## config.mk

```make
export PLATFORM = sky130hd
export DESIGN_NAME = seq_detect_ctrl
export DESIGN_NICKNAME = d
export VERILOG_FILES = /design/src/rtl/seq_detect_ctrl.sv
export SDC_FILE = /design/constraint.sdc
export NUM_CORES = 1
export LEC_CHECK = 0
export ABC_AREA = 1
export CAP_MARGIN = 20
export CORE_UTILIZATION = 25
export CTS_BUF_LIST = sky130_fd_sc_hd__clkbuf_4 sky130_fd_sc_hd__clkbuf_8 sky130_fd_sc_hd__clkbuf_16
export CTS_CLUSTER_SIZE = 8
export DETAILED_ROUTE_END_ITERATION = 10
export GPL_ROUTABILITY_DRIVEN = 0
export SLEW_MARGIN = 5
export SYNTH_ARGS = -nofsm -noshare
export SYNTH_HDL_FRONTEND = slang
export SYNTH_SLANG_ARGS = --single-unit
```

## constraint.sdc

```tcl
create_clock -name clk -period 1.6 [get_ports clk]
set_input_delay 0.24 -clock clk [delete_from_list [all_inputs] [get_ports clk]]
set_output_delay 0.24 -clock clk [all_outputs]
set_load 0.02 [all_outputs]
```

## src/rtl/seq_detect_ctrl.sv

```systemverilog
// Serialises parallel words MSB-first into an external overlapping "1010" Mealy detector,
// collecting a per-word saturating hit count and hit-position mask.
module seq_detect_ctrl #(
    parameter int unsigned WORD_W = 8,
    parameter int unsigned CNT_W  = 4
) (
    input  logic              clk,
    input  logic              reset,
    input  logic              in_valid,
    output logic              in_ready,
    input  logic [WORD_W-1:0] in_word,
    output logic              det_bit,
    output logic              det_reset,
    input  logic              det_hit,
    output logic              out_valid,
    input  logic              out_ready,
    output logic [CNT_W-1:0]  hit_count,
    output logic [WORD_W-1:0] hit_mask
);

    localparam int unsigned K_W = (WORD_W > 1) ? $clog2(WORD_W) : 1;
    localparam logic [K_W-1:0]   K_LAST  = K_W'(WORD_W - 1);
    localparam logic [CNT_W-1:0] CNT_MAX = {CNT_W{1'b1}};

    typedef enum logic [1:0] {
        ST_IDLE   = 2'd0,
        ST_SHIFT  = 2'd1,
        ST_RESULT = 2'd2
    } state_t;

    state_t              state_q, state_d;
    logic [WORD_W-1:0]   shreg_q, shreg_d;
    logic [K_W-1:0]      k_q, k_d;
    logic [K_W-1:0]      rev_idx;
    logic [CNT_W-1:0]    hit_count_q, hit_count_d;
    logic [WORD_W-1:0]   hit_mask_q, hit_mask_d;
    logic                in_ready_q, in_ready_d;
    logic                det_bit_q, det_bit_d;
    logic                det_reset_q, det_reset_d;
    logic                out_valid_q, out_valid_d;

    // State and registered outputs
    always_ff @(posedge clk) begin
        if (reset) begin
            state_q     <= ST_IDLE;
            shreg_q     <= '0;
            k_q         <= '0;
            hit_count_q <= '0;
            hit_mask_q  <= '0;
            in_ready_q  <= 1'b0;
            det_bit_q   <= 1'b0;
            det_reset_q <= 1'b1;
            out_valid_q <= 1'b0;
        end else begin
            state_q     <= state_d;
            shreg_q     <= shreg_d;
            k_q         <= k_d;
            hit_count_q <= hit_count_d;
            hit_mask_q  <= hit_mask_d;
            in_ready_q  <= in_ready_d;
            det_bit_q   <= det_bit_d;
            det_reset_q <= det_reset_d;
            out_valid_q <= out_valid_d;
        end
    end

    // Next state; outputs are precomputed from the next state so they come straight off flops
    always_comb begin
        state_d     = state_q;
        shreg_d     = shreg_q;
        k_d         = k_q;
        hit_count_d = hit_count_q;
        hit_mask_d  = hit_mask_q;
        rev_idx     = K_LAST - k_q;

        case (state_q)
            ST_IDLE: begin
                if (in_valid) begin
                    shreg_d     = in_word;
                    k_d         = '0;
                    hit_count_d = '0;
                    hit_mask_d  = '0;
                    state_d     = ST_SHIFT;
                end
            end
            ST_SHIFT: begin
                // Rotate rather than shift so the MSB stays referenced; only bits still to send matter
                shreg_d = {shreg_q[WORD_W-2:0], shreg_q[WORD_W-1]};
                k_d     = k_q + K_W'(1);
                if (det_hit) begin
                    if (hit_count_q != CNT_MAX) begin
                        hit_count_d = hit_count_q + CNT_W'(1);
                    end
                    hit_mask_d[rev_idx] = 1'b1;
                end
                if (k_q == K_LAST) begin
                    state_d = ST_RESULT;
                end
            end
            ST_RESULT: begin
                if (out_ready) begin
                    state_d = ST_IDLE;
                end
            end
            default: begin
                state_d = ST_IDLE;
            end
        endcase

        in_ready_d  = (state_d == ST_IDLE);
        out_valid_d = (state_d == ST_RESULT);
        det_reset_d = (state_d != ST_SHIFT);
        det_bit_d   = (state_d == ST_SHIFT) ? shreg_d[WORD_W-1] : 1'b0;
    end

    assign in_ready  = in_ready_q;
    assign out_valid = out_valid_q;
    assign det_reset = det_reset_q;
    assign det_bit   = det_bit_q;
    assign hit_count = hit_count_q;
    assign hit_mask  = hit_mask_q;

endmodule
```

=== Yosys cells after proc, flatten, opt, wreduce, memory -nomap -nowiden ===
Cells that the tools add are included.

* Word-level logic and storage cells: 52
* Flip-flop bits (word level): 29

* Muxes and demuxes: 17
* Reduce and logical (&&, ||, !) cells: 8
* $add $sub $neg: 3
* Equality and inequality tests: 10
* Magnitude comparators: 2
* Bitwise gates (word level): 2

{| class="wikitable"
|+ Operators with widths
! kind !! count
|-
| $pmux 8 s2 || 2
|-
| $mux 8 || 3
|-
| $mux 4 || 3
|-
| $or 8x8->8 || 1
|-
| $pmux 4 s2 || 1
|-
| $mux 2 || 3
|-
| $ne 2x2->1 const B || 3
|-
| $pmux 2 s3 || 1
|-
| $pmux 3 s2 || 1
|-
| $add 4x1->4 const B || 1
|-
| $eq 2x1->1 const B || 2
|-
| $eq 2x2->1 const B || 2
|-
| $logic_not 2->1 || 2
|-
| $lt 3x4->1 const B || 1
|-
| $ne 4x4->1 const B || 1
|-
| $reduce_and 4->1 || 1
|-
| $add 3x1->3 const B || 1
|-
| $demux 1 s3 || 1
|-
| $eq 3x3->1 const B || 1
|-
| $ge 3x1->1 const B || 1
|-
| $mux 3 || 1
|-
| $reduce_and 3->1 || 1
|-
| $sub 3x3->3 const A || 1
|-
| $ne 2x1->1 const B || 1
|-
| 6 further kinds || 6
|}

=== Longest topological paths before layout ===
Gate-level depths: netlist of the first run.

* Depth in word-level cells: 8
* Gate-level depth with buffers: 8
* Depth with buffers taken out: 8

=== Worst setup path before layout of the first run ===
Ideal clock, no wire load.

* Path type: flip-flop to flip-flop
* Start point: reg hit_count_q[0] (netlist: hit_count[0])
* End point: reg hit_count_q[0] (netlist: hit_count[0])
* Path slack: 358 ps
* Arrival: 1129 ps
* Stages on the path, launching flop included: 9
* Buffers on the path: 0
* Clock period less this slack: 1242 ps
* Data required time: 1487 ps
* Library setup time: 113 ps
* Cells stage by stage: dfxtp_1 ha_1 nand2_1 inv_1 nand2_1 nand3_4 nand2_1 nand2_1 nor2_1

* Word-level cells in the longest chain between the ends: 4
* Elaborated cells on any way between the ends: 7

{| class="wikitable"
|+ RTL lines
! element !! RTL line !! text
|-
| start: declaration || 35 || <nowiki>logic [CNT_W-1:0] hit_count_q, hit_count_d;</nowiki>
|-
| start signal: assignment || 58 || <nowiki>hit_count_q <= hit_count_d;</nowiki>
|-
| $add 4x1->4 || 92 || <nowiki>hit_count_d = hit_count_q + CNT_W'(1);</nowiki>
|-
| $mux 4 || 91 || <nowiki>if (hit_count_q != CNT_MAX) begin</nowiki>
|-
| $mux 4 || 90 || <nowiki>if (det_hit) begin</nowiki>
|-
| $pmux 4 s2 || 76 || <nowiki>case (state_q)</nowiki>
|}

Parallel ways exist; a longest one is shown, timed or not. The select of a mux whose other input is x is not followed.
A chain may end at the register's enable or synchronous reset.

=== Worst setup path in the final report of the first run ===
* Start point: reg hit_count_q[1] (netlist: hit_count[1])
* End point: out hit_count[1]

{| class="wikitable"
|+ RTL lines
! element !! RTL line !! text
|-
| end: declaration || 17 || <nowiki>output logic [CNT_W-1:0] hit_count,</nowiki>
|}

No word-level cell between the ends.

==> impl_results.md, run 1 <==
* Result of the run: finished clean
* Share of cells above drive strength 1 at 0.0821
* Top area cells in the synthesized netlist: dfxtp_1 45%, nand2_1 10%, a21oi_1 10%, inv_1 8.2%, nand4_1 4.4%
* CTS tree: yes
* Sum of net half-perimeters after detailed placement at ~2 mm
* Leak Pwr at 0.766 nW
* Critical Path Slowest Stage Cell: clkdlybuf4s50_1
* Yosys reg bits at 29
* Worst Max-Slew Pin Slew at 0.404 ns
* Overall via count from detail_route at 1,172
* Count of warnings emitted by yosys at 0
* Area added between synthesis and finish at 34.7%
* IR drop worst, VDD at 297 µV
* Num ports at 29
* Final hold viol count at 0
* Clk root buf: clkbuf_8
* Period Utilization, post-route at 0.961
* Largest fanout of any net on the critical path at 5
* Total setup buffers inserted after CTS at 0
* Number of library cell types mapped by synthesis at 20
* Number of instances in the synthesized netlist at around 170
* Largest stage delay, worst path at 0.63 ns
* GR Overflow Total at 0
* Area leader, netlist: dfxtp_1
* Standard-cell rows at 25
* Net count after synthesis at 190
* Final setup slack of the worst path at 0.0617 ns
* Fin util at 0.358
* F_max at 0.650 GHz
* Final Net Count at 223
* Final setup violating endpoints at 0
* Cell Area, Synth at 1280 µm²
* Wire length of the first global-routing pass at 4.65 mm
* Final-report max-slew violation count at 0
* Worst hold-check path type: register to register
* Number of detailed-route iterations in the first pass at 4
* Setup repair after global routing missed its margin: no
* Full die area at 5420 µm²
* Post-route DRC at 0
* Number of buffers inserted during clock tree synthesis at 5
* Launching element type of the critical path: register
* Worst slack at placement at 0.0584 ns
* Pin count of the biggest net entering global routing at 22
* Cell Area, Placed at 1630 µm²
* Power density over the cells at ~960 nW/µm²
* Overall power consumption at around 1.7 mW
* Type of the worst setup path: register to output pin
* Final wirelength at 2.69 mm
* CTS hold repair buffers at 0
* Latest clock arrival within the worst-skew pair at about 0.27 ns
* Crit path DAT at 1.30 ns
* Share of the synthesized area in the top cell type at 0.453
* Critical-path cell list: clkdlybuf4s50_1
* H-tree levels at 2
* Worst Path Buf+Inv at 1
* Summed area of non-filler cells in the final layout at approximately 1700 µm²
* Height of the die at between 70 and 80 µm
* Gate family responsible for the most delay along the worst path: buffers and inverters
* Slew HR at 0.730
* Core box area at 4820 µm²
* Number of diodes at 0
* IO Port Bufs at 28
* Iteration-0 DRC Markers at between 50 and 60
* Overall fraction of global-route tracks in use at 0.113
* Maximum number of buffers from clock root to sink at 2
* Final critical-path required period at 1.54 ns
* Initial antenna violation count at 0
* Post-CTS clock slew at the launch and capture registers of the worst setup and hold paths at roughly 0.06 ns
* Fraction of the yosys area taken by sequential cells at 0.453
* Vias in the first global route at 1,094
* Number of routed nets with antenna violations at 0
* Starting Density at 0.266
* Endpoint required time on the critical path at 1.36 ns
* Die width at 73.6 µm
* Number of violations of the max-capacitance limit at 0
* Via/cell ratio at 4.28
* Mean Syn Cell Area at 7.36 µm²
* Setup total negative slack at 0 ns
* Worst setup skew after layout at 0.00724 ns
* Capturing element type of the critical path: output pin
* Average routed wire per standard cell at 9.81 µm
* Sink count of the clock tree at 29
## registers in the layout, indices dropped and copies added, names as in the netlist, 2 cells and up
signal and cells:
hit_count 4, hit_mask 8, k_q 3, shreg_q 8, state_q 2
## worst paths after layout
kind | startpoint | to | slack, ns | cells after the start
setup / recovery | hit_count[1] | hit_count[1] | 0.06 | 1
hold / removal | hit_mask[7] | hit_mask[7] | 0.45 | 2
setup reg to reg | k_q[0] | det_bit | 0.28 | 7
hold reg to reg | hit_mask[7] | hit_mask[7] | 0.45 | 2
## kinds of logic after synthesis
logic type	synth area share
fa+ha+maj	0.0293
buf+inv	0.119
simple gates	0.252
compound gates	0.146
flops	0.453
## cell usage in the layout, fill, tap and decap left out, drive strengths merged
cell type      count
nand2             38
inv               31
dfxtp             29
a21oi             26
clkdlybuf4s50     25
nor2              13
nand4              9
o21ai              9
nand3              8
clkbuf             7
ha                 3
buf                3
dlymetal6s2s       2
o22ai              1
a31oi              1
nor3               1
dlygate4sd2        1
## synthesized netlist by cell type
cell	n
ha_1	3
dfxtp_1	29
o22ai_1	1
nand2_1	35
nand4_1	9
buf_6	1
nand2_4	2
inv_1	28
nand3_4	1
a21oi_1	26
nor2_1	13
buf_4	2
o21ai_0	8
nand2_2	1
nor3_1	1
o21ai_1	1
nand3_1	7
inv_2	3
buf_2	2
a31oi_1	1
## metal layers
metal	up-vias	part of all wire	track usage
met2	26	0.47	0.185
met4	0	0.010	0.0449
met3	5	0.050	0.0412
met5	-	0	0
met1	519	0.47	0.136
li1	622	-	-
## what timing repair did
| action | CTS | global route |
|---|---|---|
| setup endpoints to repair | 1 | 2 |
| gates resized for setup | 1 | 2 |
| hold endpoints to repair | 0 | 0 |
## stage by stage
| stage | hold slack, ns | instances |
|---|---|---|
| after floorplan | 0.309 | 174 |
| after global placement | 0.440 | 267 |
| after detailed placement | 0.445 | 267 |
| after CTS | 0.454 | 274 |
| after global routing | 0.475 | 274 |
| final | 0.448 | 274 |
## cell type report
class / instances / area (µm²)
Clock buffer: 7 / 90.1
Fill cell: 528 / 3090
Inverter: 31 / 116
Multi-Input combinational cell: 109 / 548
Sequential cell: 29 / 581
Tap cell: 67 / 83.8
Timing Repair Buffer: 31 / 307
## power breakdown
part           leakage [nW]  switching, mW  internal, mW
combinational         0.481          0.137         0.105
sequential            0.237         0.0302         0.762
clock                0.0477          0.259         0.357
Power figures use the tool's default switching activity.
==> run 2: changes to the inputs <==
--- a/config.mk
+++ b/config.mk
@@ -12,6 +12,7 @@
 export CTS_CLUSTER_SIZE = 8
 export DETAILED_ROUTE_END_ITERATION = 10
 export GPL_ROUTABILITY_DRIVEN = 0
+export REMOVE_ABC_BUFFERS = 1
 export SLEW_MARGIN = 5
 export SYNTH_ARGS = -nofsm -noshare
 export SYNTH_HDL_FRONTEND = slang
==> run 2 against run 1 <==
Against the previous run: clock-buffer cell count is the same; clock skew shrank 0.0025 ns; flip-flop and latch count is the same; utilization grew 0.68 points; global-route usage shrank 0.11 points; die area is the same.
==> impl_results.md, run 2 (synthesized netlist as in run 1, its figures left out) <==
* Via/cell ratio at roughly 4.1
* Worst reg2reg setup slack at 0.28 ns
* F_max at 0.680 GHz
* Latest clock arrival within the worst-skew pair at 0.28 ns
* Clock power frac at 0.437
* Critical Path Slowest Stage Cell: clkdlybuf4s50_1
* Leak Pwr at 0.796 nW
* Number of detailed-route iterations in the first pass at 4
* Met3 routed wirelength at 132 µm
* Maximum number of buffers from clock root to sink at 2
* Sequential cell fraction of total power at 0.431
* Type of the worst setup path: register to output pin
* Final-report max-slew violation count at 0
* Largest fanout of any net on the critical path at 2
* Final setup violating endpoints at 0
* Worst reg2reg path depth at 7
* Launching element type of the critical path: register
* Area added between synthesis and finish at 37.2%
* Number of violations of the max-capacitance limit at 0
* Final Net Count at 223
* Number of routed nets with antenna violations at 0
* Post-CTS clock slew at the launch and capture registers of the worst setup and hold paths at 0.06 ns
* Standard-cell rows at 25
* Setup repair after global routing missed its margin: no
* Gate family responsible for the most delay along the worst path: buffers and inverters
* Final hold viol count at 0
* Starting Density at 0.266
* Pin count of the biggest net entering global routing at 22
* Highest signal layer in the routed design: met4
* Setup total negative slack at 0 ns
* Final critical-path required period at 1.47 ns
* Number of buffers inserted during clock tree synthesis at 5
* Overall power consumption at 1.84 mW
* Average routed wire per standard cell at around 9.8 µm
* Initial antenna violation count at 0
* Portion of total power attributed to combinational logic at 0.132
* Sum of net half-perimeters after detailed placement at between 1.5 and 2 mm
* Worst r2r src: k_q[0]
* Startpoint of the most critical setup path: hit_mask[6]
* Period Utilization, post-route at 0.918
* Cell Area, Placed at between 1500 and 2000 µm²
* Slew HR at 0.723
* Worst hold-check path type: register to register
* Final wirelength at 2.69 mm
* Result of the run: finished clean
* Most common library cell in the layout ignoring fill and taps: nand2_1
* Net switching power at 0.448 mW
* Worst Setup EP: hit_mask[6]
* Full die area at 5420 µm²
* Capturing element type of the critical path: output pin
* Vias in the first global route at 1,004
* Cell-internal power at 1.39 mW
* Worst Path Buf+Inv at 1
* Share of cells above drive strength 1 at 0.0865
* Worst r2r dst: det_bit
* Worst slack at placement at 0.0351 ns
* IR drop worst, VDD at 348 µV
* Endpoint required time on the critical path at approximately 1.4 ns
* Total setup buffers inserted after CTS at 0
* Clk root buf: clkbuf_8
* Core box area at 4820 µm²
* Iteration-0 DRC Markers at 48
* Switching power share of the total at 0.244
* Summed area of non-filler cells in the final layout at 1760 µm²
* Post-route DRC at 0
* Detailed-routing wirelength on met1 at between 1 and 1.5 mm
* Sink count of the clock tree at 29
* Number of diodes at 0
* CTS tree: yes
* Overall fraction of global-route tracks in use at 0.112
* Wire length of the first global-routing pass at 4.45 mm
* GR Overflow Total at 0
* Largest stage delay, worst path at 0.61 ns
* Critical-path cell list: clkdlybuf4s50_1
* Overall via count from detail_route at 1,141
* Worst setup skew after layout at 0.00471 ns
* Height of the die at between 70 and 80 µm
* Commonest cells after routing, fill and taps aside: 35 x nand2_1, 29 x dfxtp_1, 28 x inv_1
* Power density over the cells at 1050 nW/µm²
* Final setup slack of the worst path at 0.130 ns
* Met2 routed WL at between 1 and 1.5 mm
* H-tree levels at 2
* Crit path DAT at 1.23 ns
* Worst Max-Slew Pin Slew at 0.415 ns
* Logic depth of the worst path, buffers included at 1
* Die width at 73.6 µm
* IO Port Bufs at 28
* Num ports at 29
==> run 2: cell type report <==
| type | count | area, µm² |
|---|---|---|
| Clock buffer | 7 | 90.1 |
| Clock inverter | 1 | 30.0 |
| Fill cell | 559 | 3060 |
| Inverter | 31 | 116 |
| Multi-Input combinational cell | 109 | 548 |
| Sequential cell | 29 | 581 |
| Tap cell | 67 | 83.8 |
| Timing Repair Buffer | 31 | 309 |
==> run 2: power by group through the flow <==
stage | clock network, mW | registers [mW] | logic, mW
final | 0.803 | 0.793 | 0.243
after CTS | 0.826 | 0.793 | 0.247
after global routing | 0.856 | 0.798 | 0.270
after detailed placement | 0 | 0.809 | 0.247
after global placement | 0 | 0.809 | 0.242
after floorplan | 0 | 0.822 | 0.126
==> run 2: worst reg2reg max path, delay by kind of cell, from the launching register on <==
| family | cells | cell delay, ns |
|---|---|---|
| AOI/OAI and AO/OA | 1 | 0.19 |
| buffers and inverters | 2 | 0.12 |
| adders and majority gates | 2 | 0.42 |
| and+or+nand+nor | 2 | 0.15 |
| DFF | 1 | 0.39 |
==> run 2: repair_timing <==
action | CTS | global route
cloned | 0 | 0
resized for setup | 1 | 3
setup endpoints to repair | 1 | 3
hold buffers | 0 | 0
==> run 2: how the worst min path moves through the flow <==
stage                       end  slack, ns         from  depth (start not counted)
floorplan                k_q[1]       0.31        reset                          1
global placement    hit_mask[0]       0.44  hit_mask[0]                          2
detailed placement  hit_mask[5]       0.44  hit_mask[5]                          2
CTS                 hit_mask[5]       0.45  hit_mask[5]                          2
global route        hit_mask[1]       0.46  hit_mask[1]                          2
finish              hit_mask[1]       0.45  hit_mask[1]                          2
==> run 2: routing by layer <==
| metal | up-vias | GRT usage |
|---|---|---|
| li1 | 626 | - |
| met1 | 481 | 0.142 |
| met2 | 27 | 0.164 |
| met3 | 7 | 0.0329 |
| met4 | 0 | 0.0769 |
| met5 | - | 0 |
==> run 2: stage by stage <==
| step | hold slack (ns) | cells | util |
|---|---|---|---|
| 6_report | 0.449 | 275 | 0.365 |
| 3_3_place_gp | 0.440 | 267 | 0.339 |
| 4_1_cts | 0.452 | 275 | 0.363 |
| 3_5_place_dp | 0.442 | 267 | 0.339 |
| 2_1_floorplan | 0.309 | 169 | - |
| 5_1_grt | 0.460 | 275 | 0.365 |
